`src/rtl/issue_buffer_m2.sv`:
```
// In-order issue buffer: a DEPTH-entry FIFO whose head is checked against a
// register scoreboard, with writeback forwarding and a fence-drain FSM.
// Optional stall counter enabled by defining ISSUE_PERF_CNT_EN.
module issue_buffer_m2 #(
  parameter int DEPTH    = 4,
  parameter int WB_PORTS = 2
) (
  input  logic                    clk,
  input  logic                    rst_n,
  input  logic                    flush,
  input  logic                    in_valid,
  output logic                    in_ready,
  input  logic [11:0]             in_inst,
  input  logic [14:0]             in_pc,
  input  logic [2:0]              in_fu,
  input  logic                    in_rs1_dep,
  input  logic                    in_rs2_dep,
  input  logic                    in_wr,
  input  logic                    in_fence,
  output logic [3:0]              rf_rs1_addr,
  output logic [3:0]              rf_rs2_addr,
  input  logic [15:0]             rf_rs1_data,
  input  logic [15:0]             rf_rs2_data,
  input  logic [WB_PORTS-1:0]     wb_en,
  input  logic [4*WB_PORTS-1:0]   wb_addr,
  input  logic [16*WB_PORTS-1:0]  wb_data,
  input  logic [4:0]              fu_ready,
  input  logic                    exe_idle,
  output logic                    issue_valid,
  output logic [2:0]              issue_fu,
  output logic [11:0]             issue_inst,
  output logic [14:0]             issue_pc,
  output logic [3:0]              issue_dest,
  output logic [15:0]             issue_data1,
  output logic [15:0]             issue_data2,
  output logic [15:0]             perf_stall_cnt
);

  localparam int PTR_W = $clog2(DEPTH);
  localparam int CNT_W = $clog2(DEPTH + 1);

  typedef enum logic [0:0] {StIdle, StDrain} fence_state_e;

  // Payload storage; only pointers and count need reset.
  logic [11:0] inst_q  [DEPTH];
  logic [14:0] pc_q    [DEPTH];
  logic [2:0]  fu_q    [DEPTH];
  logic        dep1_q  [DEPTH];
  logic        dep2_q  [DEPTH];
  logic        wr_q    [DEPTH];
  logic        fence_q [DEPTH];

  logic [PTR_W-1:0] wr_ptr_q, rd_ptr_q;
  logic [CNT_W-1:0] count_q;
  logic [15:0]      sb_q, sb_d;
  fence_state_e     state_q;

  logic        push, pop, head_valid;
  logic [11:0] head_inst;
  logic [2:0]  head_fu;
  logic        head_dep1, head_dep2, head_wr, head_fence;
  logic [3:0]  head_rs1, head_rs2;
  logic        fwd1_hit, fwd2_hit;
  logic [15:0] fwd1_data, fwd2_data;
  logic        busy1, busy2, hazard, fu_ok, fence_open;
  logic [7:0]  fu_ready_ext;

  assign head_valid = (count_q != '0);
  assign head_inst  = inst_q[rd_ptr_q];
  assign head_fu    = fu_q[rd_ptr_q];
  assign head_dep1  = dep1_q[rd_ptr_q];
  assign head_dep2  = dep2_q[rd_ptr_q];
  assign head_wr    = wr_q[rd_ptr_q];
  assign head_fence = fence_q[rd_ptr_q];
  assign head_rs1   = head_inst[7:4];
  assign head_rs2   = head_inst[3:0];

  assign rf_rs1_addr = head_rs1;
  assign rf_rs2_addr = head_rs2;

  // Full check ignores a same-cycle pop so that ready never depends on issue.
  assign in_ready = (count_q < CNT_W'(DEPTH));
  assign push     = in_valid && in_ready && !flush;
  assign pop      = issue_valid;

  // Forwarding: scan from the highest port down so the lowest index wins.
  always_comb begin
    fwd1_hit  = 1'b0;
    fwd2_hit  = 1'b0;
    fwd1_data = '0;
    fwd2_data = '0;
    for (int p = WB_PORTS - 1; p >= 0; p--) begin
      if (wb_en[p] && (wb_addr[p*4 +: 4] == head_rs1) && (head_rs1 != 4'd0)) begin
        fwd1_hit  = 1'b1;
        fwd1_data = wb_data[p*16 +: 16];
      end
      if (wb_en[p] && (wb_addr[p*4 +: 4] == head_rs2) && (head_rs2 != 4'd0)) begin
        fwd2_hit  = 1'b1;
        fwd2_data = wb_data[p*16 +: 16];
      end
    end
  end

  // rs1 doubles as the destination, so a busy rs1 also blocks writers (WAW).
  assign busy1  = sb_q[head_rs1] && !fwd1_hit;
  assign busy2  = sb_q[head_rs2] && !fwd2_hit;
  assign hazard = (busy1 && (head_dep1 || head_wr)) || (busy2 && head_dep2);

  // Unit indices 5..7 map onto zero-padded bits and therefore never issue.
  assign fu_ready_ext = {3'b000, fu_ready};
  assign fu_ok        = fu_ready_ext[head_fu];

  assign fence_open = !head_fence || ((state_q == StDrain) && exe_idle && (sb_q == 16'h0000));

  assign issue_valid = head_valid && !hazard && fu_ok && !flush && fence_open;
  assign issue_fu    = head_fu;
  assign issue_inst  = head_inst;
  assign issue_pc    = pc_q[rd_ptr_q];
  assign issue_dest  = head_rs1;
  assign issue_data1 = fwd1_hit ? fwd1_data : rf_rs1_data;
  assign issue_data2 = fwd2_hit ? fwd2_data : rf_rs2_data;

  // Scoreboard next state: writebacks clear, issue sets, set wins on collision.
  always_comb begin
    sb_d = sb_q;
    for (int p = 0; p < WB_PORTS; p++) begin
      if (wb_en[p]) sb_d[wb_addr[p*4 +: 4]] = 1'b0;
    end
    if (issue_valid && head_wr && (head_rs1 != 4'd0)) sb_d[head_rs1] = 1'b1;
    sb_d[0] = 1'b0;
  end

  // Scoreboard register; survives flush since in-flight writers still complete.
  always_ff @(posedge clk or negedge rst_n) begin
    if (!rst_n) sb_q <= '0;
    else        sb_q <= sb_d;
  end

  // Payload write on push.
  always_ff @(posedge clk) begin
    if (push) begin
      inst_q[wr_ptr_q]  <= in_inst;
      pc_q[wr_ptr_q]    <= in_pc;
      fu_q[wr_ptr_q]    <= in_fu;
      dep1_q[wr_ptr_q]  <= in_rs1_dep;
      dep2_q[wr_ptr_q]  <= in_rs2_dep;
      wr_q[wr_ptr_q]    <= in_wr;
      fence_q[wr_ptr_q] <= in_fence;
    end
  end

  // FIFO pointers and occupancy.
  always_ff @(posedge clk or negedge rst_n) begin
    if (!rst_n) begin
      wr_ptr_q <= '0;
      rd_ptr_q <= '0;
      count_q  <= '0;
    end else if (flush) begin
      wr_ptr_q <= '0;
      rd_ptr_q <= '0;
      count_q  <= '0;
    end else begin
      if (push) wr_ptr_q <= wr_ptr_q + PTR_W'(1);
      if (pop)  rd_ptr_q <= rd_ptr_q + PTR_W'(1);
      if (push && !pop)      count_q <= count_q + CNT_W'(1);
      else if (!push && pop) count_q <= count_q - CNT_W'(1);
    end
  end

  // Fence FSM: a fence at head first drains, then issues once all is quiet.
  always_ff @(posedge clk or negedge rst_n) begin
    if (!rst_n) begin
      state_q <= StIdle;
    end else if (flush) begin
      state_q <= StIdle;
    end else begin
      case (state_q)
        StIdle:  if (head_valid && head_fence) state_q <= StDrain;
        StDrain: if (issue_valid) state_q <= StIdle;
        default: state_q <= StIdle;
      endcase
    end
  end

`ifdef ISSUE_PERF_CNT_EN
  logic [15:0] perf_q;

  // Saturating count of stalled cycles (hazard at head or fence draining).
  always_ff @(posedge clk or negedge rst_n) begin
    if (!rst_n) begin
      perf_q <= '0;
    end else if (((head_valid && hazard) || (state_q == StDrain)) && (perf_q != 16'hFFFF)) begin
      perf_q <= perf_q + 16'd1;
    end
  end

  assign perf_stall_cnt = perf_q;
`else
  assign perf_stall_cnt = 16'h0000;
`endif

endmodule

```
`config.mk`:
```
export PLATFORM = sky130hd
export DESIGN_NAME = issue_buffer_m2
export DESIGN_NICKNAME = d
export VERILOG_FILES = /design/src/rtl/issue_buffer_m2.sv
export SDC_FILE = /design/constraint.sdc
export NUM_CORES = 1
export LEC_CHECK = 0
export CAP_MARGIN = 15
export CORE_MARGIN = 5
export CORE_UTILIZATION = 40
export CTS_BUF_LIST = sky130_fd_sc_hd__clkbuf_8
export CTS_CLUSTER_SIZE = 20
export DETAILED_ROUTE_END_ITERATION = 10
export PLACE_DENSITY = 0.68
export SYNTH_ARGS = -nofsm -noshare
export SYNTH_HDL_FRONTEND = slang
export SYNTH_SLANG_ARGS = --single-unit
```
`constraint.sdc`:
```
create_clock -name clk -period 10.7 [get_ports clk]
set_input_delay 1.605 -clock clk [delete_from_list [all_inputs] [get_ports clk]]
set_output_delay 1.605 -clock clk [all_outputs]
set_load 0.005 [all_outputs]
```
Word-level counts from Yosys, hierarchy flattened

Memory sizes are Yosys's and may differ from the RTL's.
Cells that the tools add are included.
Widths: inputs -> output; s select.

Register bits after elaboration: 23
Memory bits (writable): 136
Memories: 7
Output and inout port bits: 92
Input bits: 118

Eq/ne operators: 4
Add/sub/neg operators: 4
$lt $le $gt $ge: 9
Bitwise operators: 6
Mux-type cells: 38
Reduce and logical (&&, ||, !) cells: 45

Memories:

| name            | depth | width | read ports | clocked after memory_dff | wr ports | line | text |
|---|---|---|---|---|---|---|---|
| pc_q            | 4     | 15    | 1          | 0                        | 1        | 46   | `logic [14:0] pc_q [DEPTH];` |
| inst_q          | 4     | 12    | 1          | 0                        | 1        | 45   | `logic [11:0] inst_q [DEPTH];` |
| fu_q            | 4     | 3     | 1          | 0                        | 1        | 47   | `logic [2:0] fu_q [DEPTH];` |
| dep1_q          | 4     | 1     | 1          | 0                        | 1        | 48   | `logic dep1_q [DEPTH];` |
| dep2_q          | 4     | 1     | 1          | 0                        | 1        | 49   | `logic dep2_q [DEPTH];` |
| fence_q         | 4     | 1     | 1          | 0                        | 1        | 51   | `logic fence_q [DEPTH];` |
| 1 more memories | -     | -     | -          | -                        | -        | -    |  |

Operators with widths:

| kind                | count |
|---|---|
| $mux 16             | 9 |
| $and 16x16->16      | 2 |
| $not 16->16         | 2 |
| $logic_and 1x1->1   | 28 |
| $lt 4x5->1 const B  | 4 |
| $eq 4x4->1          | 4 |
| $logic_not 16->1    | 1 |
| $or 16x16->16       | 1 |
| $mux 1              | 15 |
| $demux 1 s4         | 3 |
| $ge 4x1->1 const B  | 3 |
| $mux 3              | 3 |
| $bmux 1 s4          | 2 |
| $mux 2              | 4 |
| $reduce_bool 4->1   | 2 |
| $logic_not 1->1     | 7 |
| $reduce_bool 3->1   | 2 |
| $add 2x1->2 const B | 2 |
| $lt 3x4->1 const B  | 1 |
| $reduce_bool 2->1   | 2 |
| $add 3x1->3 const B | 1 |
| $bmux 1 s3          | 1 |
| $logic_or 1x1->1    | 3 |
| $lt 3x3->1 const B  | 1 |
| 3 further kinds     | 3 |

Logic depth before layout (Yosys ltp)

An unclocked memory read counts as a cell.

Word-level depth: 19
Mapped depth: 15
Gate-level depth less buffers: 12

Worst setup path after synthesis

Ideal clock, no wire load.

Kind: input-to-output
Start point: input wb_addr[6]
End point: output issue_data2[10]
Data required time: 9.095 ns
Arrival time: 3.287 ns
Slack: 5.808 ns
Stages: 7
Path through: clkbuf_1 -> xnor2_1 -> nand4_1 -> nor3_2 -> buf_2 -> mux2i_1 -> o21ai_0

Longest elaborated chain between the ends: 6
Elaborated cells on any way between the ends: 8
Those cells by class: 1 x eq/ne; 5 x mux; 2 x reduce/logical

RTL lines:

| what                                                   | line | text |
|---|---|---|
| start: declaration                                     | 25   | `input logic [4*WB_PORTS-1:0] wb_addr,` |
| $eq 4x4->1 (*)                                         | 97   | `if (wb_en[p] && (wb_addr[p*4 +: 4] == head_rs2) && (head_rs2 != 4'd0)) begin` |
| $logic_and 1x1->1 (*) (2 in series)                    | 97   |  |
| $mux 16 / $mux 1 (equally long branches) (2 in series) | 97   |  |
| $mux 16 (*)                                            | 121  | `assign issue_data2 = fwd2_hit ? fwd2_data : rf_rs2_data;` |
| end: declaration                                       | 35   | `output logic [15:0] issue_data2,` |

Every way passes the cells marked *; elsewhere a longest branch is shown, timed or not.

Final worst setup path

Start point: input wb_addr[6]
End point: output issue_valid

Longest elaborated chain between the ends: 14
Elaborated cells on any way between the ends: 22
Those cells by class: 2 x eq/ne; 4 x mux; 16 x reduce/logical

RTL lines:

| what                                                      | line     | text |
|---|---|---|
| $eq 4x4->1, on equally long branches                      | 93, 97   |  |
| $logic_and 1x1->1, on equally long branches (2 in series) | 93, 97   |  |
| $mux 1, on equally long branches (2 in series)            | 93, 97   |  |
| $logic_not 1->1, on equally long branches                 | 105, 106 |  |
| $logic_and 1x1->1, on equally long branches               | 105, 106 |  |
| $logic_and 1x1->1                                         | 107      | `assign hazard = (busy1 && (head_dep1 \|\| head_wr)) \|\| (busy2 && head_dep2);` |
| $logic_or 1x1->1 (*)                                      | 107      |  |
| $logic_not 1->1 (*)                                       | 115      | `assign issue_valid = head_valid && !hazard && fu_ok && !flush && fence_open;` |
| $logic_and 1x1->1 (*) (4 in series)                       | 115      |  |
| end: declaration                                          | 29       | `output logic issue_valid,` |

Marked as above.

==> results.json <==
{
  "outcome": "finished clean",
  "n_fill_cell": 1609,
  "grt_first_pass_wirelength_mm": 29.87,
  "place_hpwl_mm": 14.07,
  "pwr_density_cell_nw_per_um2": 138.4,
  "netlist.area_leader.share_pct": 52.27,
  "placed_area_um2": 9827,
  "chipWidth_um": 149.8,
  "htree_num_levels": 4,
  "async_reset_ff_share_pct": 14.47,
  "timing.hold.worst.class": "reg2reg",
  "clkTransAtPathRegs_ns": 0.08,
  "worst-endpoint-required_ns": 9.10,
  "multi_input_comb_area_um2": 2835,
  "wl_per_cell_um": 19.67,
  "crit_path_capture_type": "output pin",
  "vias_per_cell": 5.270,
  "number_of_port_buffers": 193,
  "timing_worst_setup_path_type": "in2out",
  "critPathArrivalTime_ns": 4.63,
  "critPathSlowestCell": "sky130_fd_sc_hd__nor3_4",
  "synthMostInstantiatedCell": "sky130_fd_sc_hd__edfxtp_1",
  "critPathMaxStageDelay_ns": 0.93,
  "timing_max_transition_violations_final": 0,
  "clock_latency_ns": 0.44,
  "path_cells": "clkdlybuf4s50_1 -> xnor2_1 -> nand4_1 -> nor3_4 -> or4_4 -> nand3_4 -> inv_4 -> clkdlybuf4s50_1",
  "synth-edff-count": 136,
  "design.core.area_um2": 19330,
  "clkSinkCount": 159,
  "max_slew.worst_pin.slew_ns": 1.102,
  "antenna_cells_inserted": 0,
  "path_max_fanout": 17,
  "yosys.area.top_type": "sky130_fd_sc_hd__edfxtp_1",
  "max_freq_ghz": 0.1604,
  "seqCellArea_um2": 4662,
  "grt_util_all_layers_pct": 17.51,
  "maximum_number_of_pins_on_one_net_before_global_route_repair": 37,
  "yosys-top-cells-count": "sky130_fd_sc_hd__edfxtp_1, sky130_fd_sc_hd__nand2_1, sky130_fd_sc_hd__mux2i_1",
  "power.static_leakage_nw": 3.355,
  "cts_hold_buffers": 0,
  "detailedRoute.firstPassIterationCount": 5,
  "finalSetupTns_ns": 0,
  "synth_top_cells_by_area": "sky130_fd_sc_hd__edfxtp_1, sky130_fd_sc_hd__mux4_2, sky130_fd_sc_hd__dfrtp_1, sky130_fd_sc_hd__mux2i_1, sky130_fd_sc_hd__buf_4",
  "cpLargestDelayFamily": "simple AND/OR/NAND/NOR gates",
  "gpl.final_weighted_congestion": 1.011,
  "layout-area-overhead-vs-synth_pct": 30.74,
  "yosys_warnings": 0,
  "max-slew-margin-rel_pct": 26.32,
  "grt_overflow": 0,
  "route.antenna.remaining_nets": 0,
  "drcViolationCount": 0,
  "detailedRoute.firstIterationViolations": 364,
  "number_of_setup_buffers_added_after_cts": 0,
  "finalNetCount": 846,
  "post_route_cell_area_um2": 10220,
  "syn_area_per_cell_um2": 14.23,
  "synth_sequential_area_ratio_pct": 59.63,
  "dieArea_um2": 22430,
  "syn-instance-count": 549,
  "start_util_pct": 40.41,
  "drive_above_1_share_pct": 12.91,
  "detail_route.wirelength_mm": 19.69,
  "synth.distinct_cells": 55,
  "floorplan.die.height_um": 149.8,
  "num_io_pins": 210,
  "vdd.ir_drop.worst_mv": 0.1020,
  "cts_tree": "built",
  "dominantRegCellSynth": "sky130_fd_sc_hd__edfxtp_1",
  "period_needed_ns": 6.235,
  "unrepaired_setup_endpoints_after_global_routing": "false",
  "first_global_vias": 5453,
  "critical_path.startpoint_type": "primary input",
  "vias": 5275,
  "worst_path_most_repeated_cell": "sky130_fd_sc_hd__clkdlybuf4s50_1",
  "setup-violations-final": 0,
  "number_of_antenna_violations_at_the_first_check_in_global_routing": 0,
  "syn-cell-area_um2": 7814,
  "final-hold-violation-count": 0,
  "crit_buf_inv": 3,
  "timing.max_cap.violations": 0,
  "post_cts_resize_count": 0,
  "ys_ff_latch": 159,
  "fp-row-count": 51,
  "fin_skew_ns": 0.01199,
  "ctsRootBufferMaster": "sky130_fd_sc_hd__clkbuf_8",
  "final_min_period_over_clock_period_pct": 58.27,
  "cts-buffers-inserted": 17,
  "clk_path_buf_depth": 2
}
stage by stage:
stage	instances	hold slack, ns	utilization (%)	total power [mW]	worst slack [ns]
floorplan	564	0.4768	-	0.8749	5.808
global placement	968	0.5304	50.83	1.008	4.492
detailed placement	968	0.5291	50.83	1.015	4.403
CTS	1000	0.5484	52.71	1.426	4.388
global route	1001	0.5932	52.84	1.479	4.191
finish	1001	0.5590	52.84	1.414	4.465
cell type report:
type                       instances  area share (%)
clock inverter                    15           1.274
timing repair buffer             199           19.52
tap                              265           3.246
inverter                           7          0.2817
sequential                       159           45.63
clock buffer                      17           2.290
multi-input combinational        339           27.75
metal layers:
layer,wire [um],up-vias,global-route usage [%]
met3,1747,31,5.663
met4,496,0,6.359
met5,0,-,0
met2,9716,236,30.16
met1,7724,2593,20.57
li1,-,2415,-
final timing paths:
path	slack, ns	cells after the start	startpoint	to
setup / recovery	4.47	8	wb_addr[6]	issue_valid
hold / removal	0.56	2	sb_q[4]	sb_q[4]
setup reg to reg	6.12	13	rd_ptr_q[0]	count_q[2]
hold reg to reg	0.56	2	sb_q[4]	sb_q[4]
max in group asynchronous	8.92	2	rst_n	rd_ptr_q[1]
min in group asynchronous	1.37	1	rst_n	count_q[2]
cell families (layout without fill, tap and decap cells):
group                    count (synthesis)  in the layout  share of synthesized area (%)
XOR/XNOR                                15             15                          1.681
buffers and inverters                   66            238                          5.060
other                                    1             16                        0.04799
flip-flops                             159            159                          59.63
multiplexers                            88             88                          17.18
AO/OA/AOI/OAI                           75             75                          6.005
AND/OR/NAND/NOR                        140            140                          9.496
adder cells (fa/ha/maj)                  5              5                         0.8968
cell usage in the layout, fill, tap and decap left out, drive strengths merged, types with 2 or more instances in the layout:
master and instances:
clkdlybuf4s50 193, edfxtp 136, nand2 53, o21ai 49, mux2i 46, mux4 36, dfrtp 23, clkbuf 18
nor2 17, nand3 17, conb 16, inv 15, xnor2 13, a22oi 12, nor2b 9, nor3 8
nand4 7, mux2 6, and2 6, clkinv 6, buf 5, a21oi 5, nand2b 4, ha 4
nor3b 4, nor4 3, o31ai 3, or4 3, xor2 2, and3 2, nand4b 2
power breakdown:
group | internal (mW) | total (mW) | switching, mW | leakage, nW
logic | 0.158 | 0.290 | 0.132 | 1.62
clock network | 0.187 | 0.413 | 0.226 | 0.193
registers | 0.700 | 0.711 | 0.0108 | 1.55
total | 1.04 | 1.41 | 0.369 | 3.36
registers in the layout (all words and copies together), names as in the netlist:
register,cells
inst_q,48
dep1_q,4
dep2_q,4
rd_ptr_q,2
count_q,3
fence_q,4
wr_ptr_q,2
sb_q,15
pc_q,60
state_q,1
fu_q,12
wr_q,4
worst min-delay path, stage by stage, from the launching register on:
cell                      delay [ns]
sky130_fd_sc_hd__dfrtp_1        0.39
sky130_fd_sc_hd__nand2_1        0.07
sky130_fd_sc_hd__o31ai_1        0.07
(Power assumes the default switching activity.)
==> patch 1, RTL diff (same flow settings) <==
Add a define of `ISSUE_PERF_CNT_EN`.
--- a/src/rtl/issue_buffer_m2.sv
+++ b/src/rtl/issue_buffer_m2.sv
@@ -2,4 +2,6 @@
 // register scoreboard, with writeback forwarding and a fence-drain FSM.
 // Optional stall counter enabled by defining ISSUE_PERF_CNT_EN.
+`define ISSUE_PERF_CNT_EN
+
 module issue_buffer_m2 #(
   parameter int DEPTH    = 4,
Function: changed (Yosys sat finds a counterexample within 4 cycles, from zero or initial values and one cycle with rst_n low).
==> patch 1 against the original RTL <==
- combinational power up 36%
- area after synthesis up 10%
- wire length up 12%
- via count up 12%
- sequential cell count up 16
- total power up 15%
- core utilization up 0.19 points
- cell area up 9.5%
- setup slack worse by 130 ps
- clock skew about the same
- largest cell class unchanged
- largest power group unchanged
==> patch 1: results (changes against the original RTL) <==
outcome:
  status: "finished, final reports clean"  # unchanged
routing:
  dr.pass1.iters: 4  # was 5
  wl_met1_um: 9030  # was 7720 um
  wl_met2_um: 10800  # was 9720 um
  wl_per_cell_um: 19.9  # was 19.7 um
  top_layer_used: "met5"  # was met4
  dr_wl_met3_um: 1880  # was 1750 um
pwr:
  p_leak_uw: 0.00387  # was 0.00336 uW
  ir_drop_uv: 94.0  # was 102 uV
yosys:
  synth_commonest_cells: "136 x edfxtp_1, 69 x nand2_1, 51 x mux2i_1, 43 x o21ai_0, 39 x dfrtp_1"  # was 136 x edfxtp_1, 53 x nand2_1, 46 x mux2i_1, 36 x o21ai_0, 35 x mux4_2
  async_flop_share: 0.223  # was 0.145
  synth_seq_area_share: 0.588  # was 0.596
  synth.area.top_cells: "edfxtp_1 47%, dfrtp_1 11%, mux4_2 8.6%"  # was edfxtp_1 52%, mux4_2 10%, dfrtp_1 7.4%
  synth.avg_cell_area_um2: 13.7  # was 14.2 um2
  synth_cell_types: 66  # was 55
final_layout:
  buffers: 214  # was 199
  clkCellAreaFrac: 0.0330  # was 0.0356
  fill_cells: 1829  # was 1,609
  inv_count: 10  # was 7
  nonClkBufAreaFrac: 0.190  # was 0.195
  drive_gt1_frac: 0.122  # was 0.129
  nMultiInputCombCells: 397  # was 339
place:
  dp_hpwl_um: 15500  # was 14,100 um
  gp_congestion: 0.863  # was 1.01
  place_inst: 1071  # was 968
grt:
  antenna_found_initial: 2  # was 0
  grt.total_usage: 0.178  # was 0.175
  grt_pass1_wl_um: 33400  # was 29,900 um
  grt_max_degree: 43  # was 37
  grt_util_met3: 0.0570  # was 0.0566
  grt_pass1_vias: 5973  # was 5,453
clock_network:
  cts_num_sinks: 175  # was 159
timing:
  min_period_ps: 6360  # was 6230 ps
setup_path:
  reg2reg_slack_ps: 5970  # was 6120 ps
  worst_path_dominant_cell_family: "buffers and inverters"  # was simple AND/OR/NAND/NOR gates
  worst-r2r-cell-count: 12  # was 13
  max_stage_delay_ps: 880  # was 930 ps
min_path:
  min_to: "perf_stall_cnt[10]$_DFFE_PN0P_"  # was sb_q[4]$_DFF_PN0_
  holdPathStages: 1  # was 2
  min_from: "perf_stall_cnt[10]$_DFFE_PN0P_"  # was sb_q[4]$_DFF_PN0_
-- patch 1: cell families (layout without fill, tap and decap cells) --
logic type | Yosys count | in the layout | synth area share
XOR/XNOR | 33 | 33 | 0.0361
AO/OA/AOI/OAI | 88 | 88 | 0.0655
flip-flops | 175 | 175 | 0.588
adder cells (fa/ha/maj) | 6 | 6 | 0.00960
AND/OR/NAND/NOR | 175 | 175 | 0.102
multiplexers | 95 | 95 | 0.162
buffers and inverters | 54 | 255 | 0.0364
-- patch 1: worst max-delay path by stage --
| stage | from | end | slack (ps) | cells past startpoint |
|---|---|---|---|---|
| after CTS | rd_ptr_q[0]$_DFFE_PN0P_ | issue_valid | 4200 | 9 |
| after global routing | rd_ptr_q[0]$_DFFE_PN0P_ | issue_valid | 3970 | 9 |
| after detailed placement | wb_addr[5] | issue_valid | 4320 | 9 |
| after global placement | wb_addr[5] | issue_valid | 4330 | 9 |
| after floorplan | wb_addr[5] | issue_valid | 5630 | 9 |
| final | rd_ptr_q[0]$_DFFE_PN0P_ | issue_valid | 4340 | 9 |
-- patch 1: through the flow --
step	utilization	power [uW]	cell area [um2]
floorplan	-	1020	8600
detailed placement	0.513	1220	10800
global route	0.530	1710	11200
CTS	0.530	1650	11200
finish	0.530	1630	11200
global placement	0.513	1210	10800
-- patch 1: report_power, final --
| part | switching, uW | leakage (uW) | internal, uW | total (uW) |
|---|---|---|---|---|
| sequential | 26.8 | 0.00175 | 776 | 803 |
| clock | 242 | 0.000187 | 188 | 429 |
| combinational | 182 | 0.00192 | 212 | 394 |
| total | 451 | 0.00387 | 1180 | 1630 |
==> patch 2, RTL diff (same settings) <==
Without the edit above. The parameter `DEPTH` goes from 4 to 8.
--- a/src/rtl/issue_buffer_m2.sv
+++ b/src/rtl/issue_buffer_m2.sv
@@ -3,5 +3,5 @@
 // Optional stall counter enabled by defining ISSUE_PERF_CNT_EN.
 module issue_buffer_m2 #(
-  parameter int DEPTH    = 4,
+  parameter int DEPTH    = 8,
   parameter int WB_PORTS = 2
 ) (
Formal check against the unedited RTL: not equivalent (a bounded check fails within 10 cycles, from zero or initial values and one cycle with rst_n low).
==> patch 2 against the original RTL <==
- total power is 99% higher
- hold slack improved by 11 ps
- largest power group unchanged
- core utilization fell by 3.3 points
- cell area up 61%
- setup slack lost 270 ps
- maximum frequency fell by 4.1%
- area after synthesis is 71% higher
- wire length grew 63%
- sequential cell count increased by 139
==> patch 2: results (changes against the original RTL) <==
outcome:
  status: "finished, final reports clean"  # unchanged
grt:
  grt_pass1_wl_um: 47300  # was 29,900 um
  grt.total_usage: 0.165  # was 0.175
routing:
  viasPerCell: 5.30  # was 5.27
  top_layer_used: "met5"  # was met4
  dr_wl_met3_um: 2700  # was 1750 um
  wl_per_cell_um: 21.5  # was 19.7 um
  wl_met1_um: 12800  # was 7720 um
  first_iter_violations: 432  # was 364
  dr.pass1.iters: 7  # was 5
min_path:
  min_from: "sb_q[11]$_DFF_PN0_"  # was sb_q[4]$_DFF_PN0_
  min_to: "sb_q[11]$_DFF_PN0_"  # was sb_q[4]$_DFF_PN0_
yosys:
  synth.area.mux_share: 0.184  # was 0.172
  synth.avg_cell_area_um2: 16.4  # was 14.2 um2
  synth_compound_area_frac: 0.0471  # was 0.0600
  synth_edf_count: 272  # was 136
  synth_commonest_cells: "272 x edfxtp_1, 65 x mux4_2, 54 x mux2i_1, 46 x nand2_1, 45 x nor2_1"  # was 136 x edfxtp_1, 53 x nand2_1, 46 x mux2i_1, 36 x o21ai_0, 35 x mux4_2
  synth_cell_types: 63  # was 55
  synth_seq_area_share: 0.658  # was 0.596
place:
  place_inst: 1418  # was 968
  post-place-ws_ps: 4710  # was 4400 ps
clock_network:
  cts-buffers-inserted: 46  # was 17
  clkTransAtPathRegs_ps: 60  # was 80 ps
  htreeDepth: 2  # was 4
pwr:
  powerSeq_uw: 1380  # was 711 uW
  p_leak_uw: 0.00546  # was 0.00336 uW
setup_path:
  critPathKind: "reg2out"  # was in2out
  max_stage_delay_ps: 860  # was 930 ps
  reg2reg_slack_ps: 5520  # was 6120 ps
  worst_path_dominant_cell_family: "buffers and inverters"  # was simple AND/OR/NAND/NOR gates
  cpMaxStageDelayCell: "dfrtp_4"  # was nor3_4
final_layout:
  instances_no_fill: 1491  # was 1,001
  fin_area_um2: 16500  # was 10,200 um2
timing:
  whs_ps: 570  # was 559 ps
==> patch 2: cell count changes after synthesis, moves of 6 or more <==
cell and delta:
nand2_1 -7, nand2b_1 +6, nor2_1 +28, mux2_2 +28
mux2i_1 +8, a21oi_1 +17, buf_2 +6, o21ai_1 -13
mux4_2 +30, edfxtp_1 +136
==> patch 2: layer usage <==
layer,global-route usage,up-vias
li1,-,3561
met1,0.203,3938
met2,0.292,333
met3,0.0445,66
met4,0.0438,8
met5,0,-
==> patch 2: worst reg2reg max path, delay by kind of cell (launching register included) <==
kind	cells	cell delay, ps
mux	1	400
simple gates	5	1170
flops	1	860
compound gates	4	950
fa+ha+maj	1	380
xor+xnor	1	210
buf+inv	3	1100
==> patch 2: layout make-up <==
type	count	area share
clock buffers	47	0.0393
clock inverters	26	0.00683
inverters	13	0.00296
multi-input cells	448	0.256
flip-flops and latches	298	0.536
well taps	448	0.0340
repair buffers	211	0.125
